## config.mk

```make
export PLATFORM = sky130hd
export DESIGN_NAME = npg_pulse_monitor
export DESIGN_NICKNAME = d
export VERILOG_FILES = /design/src/rtl/npg_pulse_monitor.sv
export SDC_FILE = /design/constraint.sdc
export NUM_CORES = 1
export LEC_CHECK = 0
export BUFFER_PORTS_ARGS = -buffer_cell sky130_fd_sc_hd__buf_2
export CORE_MARGIN = 1.5
export CORE_UTILIZATION = 54
export CTS_CLUSTER_SIZE = 8
export DETAILED_ROUTE_END_ITERATION = 6
export PLACE_DENSITY = 0.76
export SYNTH_ARGS = -nofsm -noshare
export SYNTH_HDL_FRONTEND = slang
export SYNTH_SLANG_ARGS = --single-unit
```

## constraint.sdc

```tcl
create_clock -name clk -period 2.9 [get_ports clk]
set_clock_uncertainty 0.05 [all_clocks]
set_input_delay 0.58 -clock clk [delete_from_list [all_inputs] [get_ports clk]]
set_output_delay 0.58 -clock clk [all_outputs]
set_load 0.05 [all_outputs]
```

## src/rtl/npg_pulse_monitor.sv

```systemverilog
// npg_pulse_monitor: receive-side checker for the stimulator pin interface.
// Build option: define MON_SHORT_CHECK_EN to flag up/down rail overlap as an error.
module npg_pulse_monitor #(
    parameter int SW_W        = 3,
    parameter int CNT_W       = 16,
    parameter int SYNC_STAGES = 2,
    parameter int OFF_DETECT  = 1000
) (
    input  logic             clk,
    input  logic             resetn,
    input  logic [SW_W-1:0]  up_switches,
    input  logic [SW_W-1:0]  down_switches,
    input  logic [5:0]       dac,
    input  logic             pulse_active,
    input  logic             clear,
    output logic             pulse_valid,
    input  logic             pulse_ready,
    output logic [CNT_W-1:0] phase1_len,
    output logic [CNT_W-1:0] phase2_len,
    output logic [5:0]       dac_peak,
    output logic [CNT_W-1:0] period,
    output logic             burst_done,
    output logic [CNT_W-1:0] burst_pulses,
    output logic [CNT_W-1:0] burst_on_len,
    output logic             overrun,
    output logic             error
);

    localparam int PAT_W = 2 * SW_W;
    localparam int IN_W  = PAT_W + 7;
    localparam int NS    = (SYNC_STAGES < 2) ? 2 : SYNC_STAGES;

    localparam logic [CNT_W-1:0] CNT_MAX = '1;
    localparam logic [CNT_W-1:0] CNT_ONE = CNT_W'(1);
    localparam logic [CNT_W-1:0] OFF_LIM = CNT_W'(OFF_DETECT);

    typedef enum logic [2:0] {
        IDLE,
        PH1,
        PH2,
        DONE,
        GAP
    } state_t;

    function automatic logic [CNT_W-1:0] sat_inc(input logic [CNT_W-1:0] v);
        return (v == CNT_MAX) ? v : v + CNT_ONE;
    endfunction

    logic [NS-1:0][IN_W-1:0] sync_q;
    logic [IN_W-1:0]         raw;
    logic [IN_W-1:0]         s;

    logic                    pa_s;
    logic [5:0]              dac_s;
    logic [PAT_W-1:0]        pat_s;

    assign raw   = {pulse_active, dac, up_switches, down_switches};
    assign s     = sync_q[NS-1];
    assign pa_s  = s[IN_W-1];
    assign dac_s = s[IN_W-2 -: 6];
    assign pat_s = s[PAT_W-1:0];

    state_t           state_q, state_d;
    logic             pa_prev_q;
    logic [PAT_W-1:0] pat_prev_q;
    logic [PAT_W-1:0] pat1_q, pat1_d;
    logic [CNT_W-1:0] p1_q, p1_d;
    logic [CNT_W-1:0] p2_q, p2_d;
    logic [5:0]       peak_q, peak_d;
    logic [CNT_W-1:0] per_q, per_d;
    logic [CNT_W-1:0] per_cnt_q, per_cnt_d;
    logic             ref_vld_q, ref_vld_d;
    logic [CNT_W-1:0] gap_q, gap_d;
    logic [CNT_W-1:0] on_cnt_q, on_cnt_d;
    logic [CNT_W-1:0] on_last_q, on_last_d;
    logic [CNT_W-1:0] bcnt_q, bcnt_d;
    logic             dac_idle_q;

    logic             vld_q, vld_d;
    logic [CNT_W-1:0] r_p1_q, r_p1_d;
    logic [CNT_W-1:0] r_p2_q, r_p2_d;
    logic [5:0]       r_pk_q, r_pk_d;
    logic [CNT_W-1:0] r_per_q, r_per_d;
    logic             bdone_q, bdone_d;
    logic [CNT_W-1:0] bpulses_q, bpulses_d;
    logic [CNT_W-1:0] bon_q, bon_d;
    logic             ovr_q, ovr_d;
    logic             err_q, err_d;

    logic             rise;
    logic             start;
    logic             ovr_set;
    logic             fsm_err;
    logic             idle_now;
    logic             short_err;

    assign rise     = pa_s & ~pa_prev_q;
    assign idle_now = ~pa_s & (dac_s != 6'd0);

`ifdef MON_SHORT_CHECK_EN
    assign short_err = |(pat_s[PAT_W-1:SW_W] & pat_s[SW_W-1:0]);
`else
    assign short_err = 1'b0;
`endif

    always_comb begin
        state_d   = state_q;
        pat1_d    = pat1_q;
        p1_d      = p1_q;
        p2_d      = p2_q;
        peak_d    = peak_q;
        per_d     = per_q;
        per_cnt_d = sat_inc(per_cnt_q);
        ref_vld_d = ref_vld_q;
        gap_d     = gap_q;
        on_cnt_d  = sat_inc(on_cnt_q);
        on_last_d = on_last_q;
        bcnt_d    = bcnt_q;
        vld_d     = vld_q;
        r_p1_d    = r_p1_q;
        r_p2_d    = r_p2_q;
        r_pk_d    = r_pk_q;
        r_per_d   = r_per_q;
        bdone_d   = 1'b0;
        bpulses_d = bpulses_q;
        bon_d     = bon_q;
        ovr_set   = 1'b0;
        fsm_err   = 1'b0;
        start     = 1'b0;

        if (vld_q && pulse_ready) begin
            vld_d = 1'b0;
        end

        unique case (state_q)
            IDLE: begin
                start = rise;
            end
            PH1: begin
                if (!pa_s) begin
                    state_d   = DONE;
                    p2_d      = '0;
                    fsm_err   = 1'b1;
                    on_last_d = on_cnt_q;
                end else begin
                    if (dac_s > peak_q) begin
                        peak_d = dac_s;
                    end
                    if (pat_s == pat1_q) begin
                        p1_d = sat_inc(p1_q);
                    end else begin
                        state_d = PH2;
                        p2_d    = CNT_ONE;
                    end
                end
            end
            PH2: begin
                if (!pa_s) begin
                    state_d   = DONE;
                    on_last_d = on_cnt_q;
                end else begin
                    if (dac_s > peak_q) begin
                        peak_d = dac_s;
                    end
                    p2_d = sat_inc(p2_q);
                    if (pat_s != pat_prev_q && pat_s != '0) begin
                        fsm_err = 1'b1;
                    end
                end
            end
            DONE: begin
                if (!vld_q || pulse_ready) begin
                    vld_d   = 1'b1;
                    r_p1_d  = p1_q;
                    r_p2_d  = p2_q;
                    r_pk_d  = peak_q;
                    r_per_d = per_q;
                end else begin
                    ovr_set = 1'b1;
                end
                bcnt_d  = sat_inc(bcnt_q);
                gap_d   = '0;
                state_d = GAP;
                start   = rise;
            end
            GAP: begin
                gap_d = sat_inc(gap_q);
                start = rise;
                if (!rise && gap_d >= OFF_LIM) begin
                    state_d   = IDLE;
                    bdone_d   = 1'b1;
                    bpulses_d = bcnt_q;
                    bon_d     = on_last_q;
                    bcnt_d    = '0;
                    ref_vld_d = 1'b0;
                end
            end
            default: begin
                state_d = IDLE;
            end
        endcase

        // A rise after DONE/GAP continues the burst; only IDLE restarts ON time.
        if (start) begin
            state_d   = PH1;
            pat1_d    = pat_s;
            p1_d      = CNT_ONE;
            p2_d      = '0;
            peak_d    = dac_s;
            per_d     = ref_vld_q ? per_cnt_q : '0;
            ref_vld_d = 1'b1;
            if (state_q == IDLE) begin
                on_cnt_d = CNT_ONE;
            end
        end

        if (rise) begin
            per_cnt_d = CNT_ONE;
        end

        if (clear) begin
            bpulses_d = '0;
            bon_d     = '0;
        end
    end

    assign ovr_d = clear ? 1'b0 : (ovr_q | ovr_set);
    assign err_d = clear ? 1'b0
                 : (err_q | fsm_err | (idle_now & dac_idle_q) | short_err);

    always_ff @(posedge clk or negedge resetn) begin
        if (!resetn) begin
            sync_q     <= '0;
            pa_prev_q  <= 1'b0;
            pat_prev_q <= '0;
            state_q    <= IDLE;
            pat1_q     <= '0;
            p1_q       <= '0;
            p2_q       <= '0;
            peak_q     <= '0;
            per_q      <= '0;
            per_cnt_q  <= '0;
            ref_vld_q  <= 1'b0;
            gap_q      <= '0;
            on_cnt_q   <= '0;
            on_last_q  <= '0;
            bcnt_q     <= '0;
            dac_idle_q <= 1'b0;
            vld_q      <= 1'b0;
            r_p1_q     <= '0;
            r_p2_q     <= '0;
            r_pk_q     <= '0;
            r_per_q    <= '0;
            bdone_q    <= 1'b0;
            bpulses_q  <= '0;
            bon_q      <= '0;
            ovr_q      <= 1'b0;
            err_q      <= 1'b0;
        end else begin
            sync_q     <= {sync_q[NS-2:0], raw};
            pa_prev_q  <= pa_s;
            pat_prev_q <= pat_s;
            state_q    <= state_d;
            pat1_q     <= pat1_d;
            p1_q       <= p1_d;
            p2_q       <= p2_d;
            peak_q     <= peak_d;
            per_q      <= per_d;
            per_cnt_q  <= per_cnt_d;
            ref_vld_q  <= ref_vld_d;
            gap_q      <= gap_d;
            on_cnt_q   <= on_cnt_d;
            on_last_q  <= on_last_d;
            bcnt_q     <= bcnt_d;
            dac_idle_q <= idle_now;
            vld_q      <= vld_d;
            r_p1_q     <= r_p1_d;
            r_p2_q     <= r_p2_d;
            r_pk_q     <= r_pk_d;
            r_per_q    <= r_per_d;
            bdone_q    <= bdone_d;
            bpulses_q  <= bpulses_d;
            bon_q      <= bon_d;
            ovr_q      <= ovr_d;
            err_q      <= err_d;
        end
    end

    assign pulse_valid  = vld_q;
    assign phase1_len   = r_p1_q;
    assign phase2_len   = r_p2_q;
    assign dac_peak     = r_pk_q;
    assign period       = r_per_q;
    assign burst_done   = bdone_q;
    assign burst_pulses = bpulses_q;
    assign burst_on_len = bon_q;
    assign overrun      = ovr_q;
    assign error        = err_q;

endmodule

```

==> results of run 1 <==
## flip-flops by register name, indices dropped and copies added (netlist names), 6 cells and up
signal        cells
bcnt_q           16
burst_on_len     16
burst_pulses     16
dac_peak          6
gap_q            16
on_cnt_q         16
on_last_q        16
p1_q             16
p2_q             16
pat1_q            6
pat_prev_q        6
peak_q            6
per_cnt_q        16
per_q            16
period           16
phase1_len       16
phase2_len       16
s                13
sync_q           13
## metrics by stage
step	power [mW]	setup slack, ps	utilization
3_5_place_dp	7.025	102.8	0.6016
4_1_cts	10.99	89.26	0.6487
2_1_floorplan	6.244	197.9	-
6_report	10.89	174.3	0.6492
3_3_place_gp	6.925	209.8	0.6016
5_1_grt	11.46	22.92	0.6490
## layer usage
layer,part of all wire,track usage
met5,0,0
met2,0.46,0.3652
met1,0.46,0.3202
met4,0.021,0.07190
met3,0.054,0.04536
## where the power goes
group / internal [mW] / switching, mW / leakage [nW]
combinational: 0.875 / 1.63 / 2.55
clock: 2.42 / 1.50 / 0.509
sequential: 4.15 / 0.311 / 3.55
total: 7.44 / 3.44 / 6.61
## path summary, 6_finish.rpt
path / start / to / slack (ps) / depth (start not counted)
setup / recovery: gap_q[0] / burst_pulses[11] / 170 / 9
hold / removal: resetn / phase2_len[10] / 30 / 1
setup reg to reg: gap_q[0] / burst_pulses[11] / 170 / 9
hold reg to reg: sync_q[9] / s[9] / 290 / 0
max in group asynchronous: resetn / period[10] / 1970 / 2
min in group clk: up_switches[2] / sync_q[5] / 130 / 1
## cell usage in the layout, fill, tap and decap left out, drive strengths merged, types with 6 or more instances in the layout
cell / instances
a21oi: 61
a31oi: 13
and2: 6
and3: 15
and4: 12
buf: 150
clkbuf: 41
dfrtp: 268
ha: 12
inv: 29
mux2: 60
mux2i: 8
nand2: 129
nand2b: 14
nand3: 59
nand4: 29
nor2: 83
nor3: 32
nor4: 9
o211ai: 13
o21ai: 123
o31ai: 6
or3: 18
or3b: 26
or4: 11
xnor2: 25
xor2: 14
## cell families (layout without fill, tap and decap cells)
logic type / count (synthesis) / after routing / share of synthesized area
xor+xnor: 39 / 39 / 0.02808
simple gates: 461 / 461 / 0.1947
buf+inv: 93 / 222 / 0.03106
mux: 68 / 68 / 0.06213
other cells: 0 / 3 / 0
flops: 268 / 268 / 0.5513
fa+ha+maj: 12 / 12 / 0.01234
compound gates: 252 / 252 / 0.1203
## area by class of cell
| type | instances | area [um^2] | area share |
|---|---|---|---|
| repair buffers | 150 | 945.9 | 0.06635 |
| diodes | 3 | 7.507 | 0.0005266 |
| clock buffers | 41 | 1005 | 0.07048 |
| clock inverters | 3 | 30.03 | 0.002106 |
| multi-input cells | 832 | 5106 | 0.3582 |
| well taps | 280 | 350.3 | 0.02457 |
| flip-flops and latches | 268 | 6706 | 0.4704 |
| inverters | 28 | 105.1 | 0.007372 |
## critical path, delay by kind of cell, from the launching register on
kind,cells,cell delay (ps)
compound gates,3,600
buf+inv,1,170
flops,1,400
simple gates,4,1230
fa+ha+maj,1,200
==> summary.md, run 1 <==
| Metric | Value |
|---|---|
| Synth cell types | `61` |
| Via count | `9372` |
| Initial Util | `0.5540` |
| Period minus WS final | `2726 ps` |
| Final slew viol count | `0` |
| CP max-delay cell | `or4_4` |
| CP Max Fanout | `36` |
| Largest net degree at the start of global routing | `86` |
| Power density over the cells | `763.8 mW/mm^2` |
| Die width | `153.1 um` |
| Arr. time, crit path | `3100 ps` |
| Area grow syn2layout | `17.20%` |
| Dpl hpwl | `17.31 mm` |
| CTS Hold Buffers Added | `0` |
| Wire length per cell | `16.35 um` |
| Mean Syn Cell Area | `10.20 um^2` |
| Fin crit share | `0.9399` |
| Post-synth EDFFs | `0` |
| Placed cell count | `1558` |
| Yosys top cell by area | `dfrtp_1` |
| Initial drt markers | `661` |
| Final setup fails | `0` |
| Crit Path Category | `register to register` |
| Non-filler cells, final | `1605` |
| Cells along the critical path | `ha_1, nand4_2, or4_4, a22oi_2, nand4_1, o211a_4, buf_12, or3b_1, a21oi_1` |
| H-tree Lvls | `2` |
| Worst VDD drop | `0.4492 mV` |
| Number of top-level pins | `107` |
| Slew @ Worst Pin | `691.4 ps` |
| Vias in the first global route | `8984` |
| Asr flop ratio synth | `1.000` |
| Placer Congestion | `0.9156` |
| CTS tree | `built` |
| Unrepaired setup endpoints after global routing | `false` |
| Sequential-to-total area share from yosys stat | `0.5513` |
| Overall routing resource usage | `0.2299` |
| DRC errors left | `18` |
| Synth top area share | `0.5513` |
| Final Cell Area | `0.01426 mm^2` |
| Die Area | `0.02344 mm^2` |
| Die Height | `153.1 um` |
| Synth top area cells | `dfrtp_1 (55%), mux2_2 (4.6%), nand2_1 (4.0%), o21ai_0 (3.6%), nor2_1 (2.6%)` |
| CP required | `3280 ps` |
| Rel. slew slack | `0.5391` |
| CP startpoint kind | `register` |
| Grt ovf | `0` |
| Initial antenna violation count | `3` |
| Count leader, synth | `dfrtp_1` |
| Vias per cell | `5.839` |
| Max-cap viol count | `0` |
| CTS Buf Count | `39` |
| YS warnings | `0` |
| Failing checks | `DRC` |
| Max stage delay on crit path | `580 ps` |
| Top_reg_cell synth | `dfrtp_1` |
| Worst hold path type | `input port to async pin` |
| First-pass GRT wire length | `44.43 mm` |
| Total negative slack | `0 ps` |
| # rows | `54` |
| # resized after CTS | `0` |
| Nets | `1348` |
| Synth Cell Area | `0.01216 mm^2` |
| Buffers on Ports | `106` |
| Share of layout cells above drive strength 1 | `0.1929` |
| Fin. Hold Viols | `0` |
| Post-Synthesis Cells | `1193` |
| Mapped Nets | `1222` |
| CP Capture Type | `register` |
| Status | `complete, but fails checks` |
| Router iterations before antenna repair | `7` |
| Synth Register Bits | `268` |
| Min Hold Slack | `25.99 ps` |
| Total Wirelength | `26.24 mm` |
| Routed Antenna Nets | `0` |
| Clock latency on the worst-skew pair | `510 ps` |
| Placed Area | `0.01321 mm^2` |
| Clk slew on worst S/H paths | `50 ps` |
| Fillers | `1690` |
| CTS root buf | `clkbuf_16` |
| F_max | `366.9 MHz` |
| Commonest cells in the netlist | `dfrtp_1 (268), nand2_1 (129), o21ai_0 (88)` |
| Clock buffer depth | `3` |
| Setup bufs post-CTS | `0` |
| Num Clock Sinks | `268` |
| Pleak | `6.609 nW` |
| Core ar. | `0.02196 mm^2` |
(Power assumes the default switching activity.)
==> run 2, diff against run 1 <==
--- a/config.mk
+++ b/config.mk
@@ -6,11 +6,14 @@
 export NUM_CORES = 1
 export LEC_CHECK = 0
 export BUFFER_PORTS_ARGS = -buffer_cell sky130_fd_sc_hd__buf_2
+export CELL_PAD_IN_SITES_DETAIL_PLACEMENT = 1
+export CELL_PAD_IN_SITES_GLOBAL_PLACEMENT = 2
 export CORE_MARGIN = 1.5
-export CORE_UTILIZATION = 54
+export CORE_UTILIZATION = 35
 export CTS_CLUSTER_SIZE = 8
 export DETAILED_ROUTE_END_ITERATION = 6
-export PLACE_DENSITY = 0.76
+export PLACE_DENSITY_LB_ADDON = 0.1
+export SLEW_MARGIN = 20
 export SYNTH_ARGS = -nofsm -noshare
 export SYNTH_HDL_FRONTEND = slang
 export SYNTH_SLANG_ARGS = --single-unit
==> summary.md, run 2 (synthesis gave the netlist of run 1 again) <==
| Metric | Value |
|---|---|
| Via count | `9347 (was 9372)` |
| Initial antenna violation count | `0 (was 3)` |
| Area grow syn2layout | `19.73% (was 17.20%)` |
| Largest net degree at the start of global routing | `73 (was 86)` |
| Hold Crit Start | `dac[4]` |
| Critical Path Source | `gap_q[1] (was gap_q[0])` |
| Final Cell Area | `0.01456 mm^2 (was 0.01426 mm^2)` |
| Final worst slack | `155.1 ps (was 174.3 ps)` |
| Nets | `1356 (was 1348)` |
| Fillers | `3862 (was 1690)` |
| CTS root buf | `clkbuf_16 (unchanged)` |
| Final setup fails | `0 (unchanged)` |
| Vias per cell | `5.233 (was 5.839)` |
| Placed Area | `0.01349 mm^2 (was 0.01321 mm^2)` |
| Power density over the cells | `760.6 mW/mm^2 (was 763.8 mW/mm^2)` |
| CTS tree | `built (unchanged)` |
| Die width | `189.4 um (was 153.1 um)` |
| DR WL met3 | `879 um (was 1.430 mm)` |
| Flip-flop and latch area | `0.006706 mm^2 (unchanged)` |
| CP top delay family | `simple AND/OR/NAND/NOR gates (unchanged)` |
| Pre-CTS setup slack | `7.905 ps (was 102.8 ps)` |
| Pleak | `6.651 nW (was 6.609 nW)` |
| Slew @ Worst Pin | `807.2 ps (was 691.4 ps)` |
| Worst r2r src | `gap_q[1] (was gap_q[0])` |
| CP Max Fanout | `39 (was 36)` |
| Status | `complete, no violations (was complete, but fails checks)` |
| CP Capture Type | `register (unchanged)` |
| First-pass GRT wire length | `52.60 mm (was 44.43 mm)` |
| Met2 Wirelength | `14.34 mm (was 12.19 mm)` |
| CP Buf/Inv Count | `1 (unchanged)` |
| Area of the multi-input gates | `0.005125 mm^2 (was 0.005106 mm^2)` |
| Dpl hpwl | `20.77 mm (was 17.31 mm)` |
| F_max | `364.3 MHz (was 366.9 MHz)` |
| CP required | `3280 ps (about the same)` |
| Worst VDD drop | `0.3521 mV (was 0.4492 mV)` |
| Initial drt markers | `473 (was 661)` |
| M1 wire length | `15.26 mm (was 12.07 mm)` |
| Clk slew on worst S/H paths | `50 ps (about the same)` |
| CP startpoint kind | `register (unchanged)` |
| Die Height | `189.4 um (was 153.1 um)` |
| Buffers on Ports | `106 (unchanged)` |
| Clock buffer depth | `3 (unchanged)` |
| Placer Congestion | `0.7798 (was 0.9156)` |
| Total Wirelength | `31.14 mm (was 26.24 mm)` |
| Initial Util | `0.3539 (was 0.5540)` |
| Max layer used | `met4 (unchanged)` |
| Max-cap viol count | `0 (unchanged)` |
| Cells along the critical path | `ha_2, nand4_2, or4_4, a22oi_2, nand4_1, o211a_4, buf_12, or3b_1, a21oi_1 (was ha_1, nand4_2, or4_4, a22oi_2, nand4_1, o211a_4, buf_12, or3b_1, a21oi_1)` |
| Period minus WS final | `2745 ps (was 2726 ps)` |
| H-tree Lvls | `2 (unchanged)` |
| Total negative slack | `0 ps (unchanged)` |
| Clock latency on the worst-skew pair | `520 ps (was 510 ps)` |
| Crit Path Category | `register to register (unchanged)` |
| Grt ovf | `0 (unchanged)` |
| Rel. slew slack | `0.4619 (was 0.5391)` |
| Fin crit share | `0.9465 (was 0.9399)` |
| Routed Antenna Nets | `0 (unchanged)` |
| Core ar. | `0.03437 mm^2 (was 0.02196 mm^2)` |
| Router iterations before antenna repair | `4 (was 7)` |
| DRC errors left | `0 (was 18)` |
| Worst hold path type | `input port to register (was input port to async pin)` |
| # rows | `68 (was 54)` |
| Vias in the first global route | `9814 (was 8984)` |
| CTS Buf Count | `39 (unchanged)` |
| Final slew viol count | `0 (unchanged)` |
| Wire length per cell | `17.43 um (was 16.35 um)` |
| Max stage delay on crit path | `590 ps (was 580 ps)` |
| Share of layout cells above drive strength 1 | `0.1992 (was 0.1929)` |
| Unrepaired setup endpoints after global routing | `false (unchanged)` |
| Fin. Hold Viols | `0 (unchanged)` |
| Num Clock Sinks | `268 (unchanged)` |
| Most common cell after layout, fill and taps aside | `dfrtp_1 (unchanged)` |
| Number of top-level pins | `107 (unchanged)` |
| CP max-delay cell | `or4_4 (unchanged)` |
| Arr. time, crit path | `3130 ps (was 3100 ps)` |
| Overall routing resource usage | `0.1808 (was 0.2299)` |
| Die Area | `0.03588 mm^2 (was 0.02344 mm^2)` |
| Commonest non-fill, non-tap cells in the layout | `dfrtp_1 (268), nand2_1 (127), buf_2 (105) (unchanged)` |
## run 2: cell count changes in the layout (fill, tap and decap cells not counted)
cell	change
buf_12	+1
a21oi_1	-1
a21oi_2	+1
o21ai_2	-1
ha_2	+1
ha_1	-1
diode_2	-2
dlygate4sd3_1	+1
o21ai_4	+1
buf_4	+6
a2111oi_1	-1
a2111oi_2	+1
## run 2: cell type report
| type | instances | area share |
|---|---|---|
| antenna | 1 | 0.0001718 |
| clock buffer | 41 | 0.06899 |
| clock inverter | 3 | 0.002062 |
| inverter | 28 | 0.007216 |
| multi-input combinational | 832 | 0.3519 |
| sequential | 268 | 0.4605 |
| tap | 455 | 0.03909 |
| timing repair buffer | 158 | 0.07010 |
## run 2: path summary, 6_finish.rpt
path	end	slack [ps]	cells past startpoint
setup / recovery	burst_on_len[5]	160	9
hold / removal	sync_q[10]	120	1
setup reg to reg	burst_on_len[5]	160	9
hold reg to reg	s[0]	290	0
max in group asynchronous	on_last_q[7]	1450	3
min in group asynchronous	phase1_len[11]	540	2
## run 2: layer usage
layer,GRT usage,vias to the layer above
li1,-,4514
met4,0.05006,0
met5,0,-
met2,0.2894,120
met1,0.2552,4666
met3,0.02632,47
## run 2: power breakdown
group          switching (mW)  internal, mW
registers               0.312          4.15
clock network            1.59          2.43
logic                    1.70         0.909
## run 2: worst register-to-register path: stages, from the launching register on
cell,delay (ps)
dfrtp_1,360
ha_2,200
nand4_2,130
or4_4,600
a22oi_2,170
nand4_1,160
o211a_4,280
buf_12,170
or3b_1,410
a21oi_1,140
## run 2: metrics by stage
step	hold slack (ps)	std cells	util	power, mW
final	118.3	1786	0.4237	11.08
after global routing	100.4	1785	0.4236	11.75
after CTS	97.01	1784	0.4229	11.28
after detailed placement	285.8	1739	0.3925	7.171
after global placement	282.2	1739	0.3925	7.114
after floorplan	234.4	1193	-	6.244
## run 2: what timing repair did
action | CTS | global route
hold endpoints to repair | 59 | 0
resized for setup | 0 | 4
endpoints found under the setup margin | 0 | 40
buffers inserted | 0 | 1
hold buffers | 1 | 0
==> run 3, diff against run 2 <==
--- a/config.mk
+++ b/config.mk
@@ -13,6 +13,7 @@
 export CTS_CLUSTER_SIZE = 8
 export DETAILED_ROUTE_END_ITERATION = 6
 export PLACE_DENSITY_LB_ADDON = 0.1
+export RECOVER_POWER = 100
 export SLEW_MARGIN = 20
 export SYNTH_ARGS = -nofsm -noshare
 export SYNTH_HDL_FRONTEND = slang
==> summary.md, run 3 (synthesis gave the netlist of run 1 again) <==
| Metric | Value |
|---|---|
| Status | `complete, but fails checks (was complete, no violations)` |
| Failing checks | `capacitance limit, slew limit` |
| Slew @ Worst Pin | `1590 ps (was 807.2 ps)` |
| Unrepaired setup endpoints after global routing | `false (unchanged)` |
| Period minus WS final | `2741 ps (was 2745 ps)` |
| F_max | `364.8 MHz (was 364.3 MHz)` |
| Fillers | `3873 (was 3862)` |
| Nets | `1356 (unchanged)` |
| Arr. time, crit path | `3120 ps (was 3130 ps)` |
| Core ar. | `0.03437 mm^2 (unchanged)` |
| # rows | `68 (unchanged)` |
| Met2 Wirelength | `14.34 mm (about the same)` |
| Initial antenna violation count | `0 (unchanged)` |
| Final slew viol count | `63 (was 0)` |
| CP max-delay cell | `or4_4 (unchanged)` |
| Clk slew on worst S/H paths | `50 ps (about the same)` |
| Max-cap viol count | `1 (was 0)` |
| Crit Path Category | `register to register (unchanged)` |
| Power density over the cells | `765.8 mW/mm^2 (was 760.6 mW/mm^2)` |
| Buffers on Ports | `106 (unchanged)` |
| Worst hold path type | `input port to register (unchanged)` |
| Router iterations before antenna repair | `4 (unchanged)` |
| Area grow syn2layout | `17.75% (was 19.73%)` |
| Cells along the critical path | `ha_1, nand4_2, or4_4, a22oi_2, nand4_1, o211a_4, buf_12, or3b_1, a21oi_1 (was ha_2, nand4_2, or4_4, a22oi_2, nand4_1, o211a_4, buf_12, or3b_1, a21oi_1)` |
| Overall routing resource usage | `0.1808 (unchanged)` |
| Most common cell after layout, fill and taps aside | `dfrtp_1 (unchanged)` |
| DRC errors left | `0 (unchanged)` |
| H-tree Lvls | `2 (unchanged)` |
| Max layer used | `met4 (unchanged)` |
| Die Height | `189.4 um (unchanged)` |
| Wire length per cell | `17.48 um (was 17.43 um)` |
| Area of the multi-input gates | `0.005109 mm^2 (was 0.005125 mm^2)` |
| Total Wirelength | `31.20 mm (was 31.14 mm)` |
| N_diodes | `0 (was 1)` |
| Num Clock Sinks | `268 (unchanged)` |
| Worst VDD drop | `0.3533 mV (was 0.3521 mV)` |
| Vias in the first global route | `9814 (unchanged)` |
| Placer Congestion | `0.7798 (unchanged)` |
| CTS Buf Count | `39 (unchanged)` |
| CTS tree | `built (unchanged)` |
| Flip-flop and latch area | `0.006706 mm^2 (unchanged)` |
| Die Area | `0.03588 mm^2 (unchanged)` |
| CTS root buf | `clkbuf_16 (unchanged)` |
| Commonest non-fill, non-tap cells in the layout | `dfrtp_1 (268), nand2_1 (128), o21ai_0 (106), clkbuf_1 (106), nor2_1 (83) (was dfrtp_1 (268), nand2_1 (127), buf_2 (105))` |
| CP startpoint kind | `register (unchanged)` |
| Via count | `9295 (was 9347)` |
| First-pass GRT wire length | `52.60 mm (unchanged)` |
| DR WL met3 | `954 um (was 879 um)` |
| CP Max Fanout | `39 (unchanged)` |
| Grt ovf | `0 (unchanged)` |
| Total negative slack | `0 ps (unchanged)` |
| Vias per cell | `5.207 (was 5.233)` |
| Largest net degree at the start of global routing | `73 (unchanged)` |
| Number of top-level pins | `107 (unchanged)` |
| CP required | `3280 ps (about the same)` |
| Die width | `189.4 um (unchanged)` |
| Share of layout cells above drive strength 1 | `0.1180 (was 0.1992)` |
| Fin crit share | `0.9451 (was 0.9465)` |
| Max stage delay on crit path | `590 ps (about the same)` |
| Initial drt markers | `441 (was 473)` |
| Fin. Hold Viols | `0 (unchanged)` |
| Routed Antenna Nets | `0 (unchanged)` |
| Min Hold Slack | `119.3 ps (was 118.3 ps)` |
| Tot Pwr | `10.97 mW (was 11.08 mW)` |
| M1 wire length | `15.26 mm (about the same)` |
| Pleak | `6.196 nW (was 6.651 nW)` |
| CP Capture Type | `register (unchanged)` |
| Rel. slew slack | `-0.05978 (was 0.4619)` |
| Dpl hpwl | `20.77 mm (unchanged)` |
| Final setup fails | `0 (unchanged)` |
| Initial Util | `0.3539 (unchanged)` |
| Clock latency on the worst-skew pair | `520 ps (about the same)` |
| Clock buffer depth | `3 (unchanged)` |
[run 3: changes by cell type in the layout (fill, tap and decap cells not counted), sizes merged]
cell,previous run,this run
buf,157,44
diode,1,0
clkbuf,41,154
[run 3: critical path, delay by kind of cell, from the launching register on]
family	cells	cell delay (ps)
and+or+nand+nor	4	1280
adders and majority gates	1	190
AOI/OAI and AO/OA	3	590
DFF	1	360
buffers and inverters	1	170
[run 3: layer usage]
layer	GRT usage	vias to the layer above
li1	-	4515
met1	0.2552	4614
met2	0.2894	118
met3	0.02632	48
met4	0.05006	0
met5	0	-
[run 3: power by group]
group / leakage, nW / switching, mW / internal [mW]
registers: 3.55 / 0.314 / 4.15
logic: 2.13 / 1.68 / 0.821
clock network: 0.509 / 1.58 / 2.42
[run 3: final cells by class]
type                            count  area share
Clock inverter                      3    0.002096
Clock buffer                       41     0.07014
Timing Repair Buffer              158     0.05582
Tap cell                          455     0.03975
Sequential cell                   268      0.4682
Multi-Input combinational cell    832      0.3567
Inverter                           28    0.007338
[run 3: path summary, 6_finish.rpt]
| check | end | depth (start not counted) | start | slack, ps |
|---|---|---|---|---|
| worst max-delay path | burst_on_len[5] | 9 | gap_q[1] | 160 |
| worst min register to register | s[0] | 0 | sync_q[0] | 290 |
| min in group asynchronous | phase1_len[12] | 2 | resetn | 960 |
| worst min-delay path | sync_q[10] | 1 | dac[4] | 120 |
| worst max register to register | burst_on_len[5] | 9 | gap_q[1] | 160 |
| max in group asynchronous | on_last_q[7] | 3 | resetn | 440 |
[run 3: through the flow]
stage                       util  worst slack (ps)  area, um^2  std cells
after CTS                 0.4229            0.3855       14540       1784
after global placement    0.3925             121.5       13490       1739
after global routing      0.4167             26.46       14320       1785
after detailed placement  0.3925             7.905       13490       1739
final                     0.4167             159.1       14320       1785
after floorplan                -             197.9       12160       1193
[run 3: what timing repair did]
item / CTS / global route
setup buffers: 0 / 1
hold buffers: 1 / 0
endpoints found under the hold margin: 59 / 0
endpoints found under the setup margin: 0 / 40
resized for setup: 0 / 4
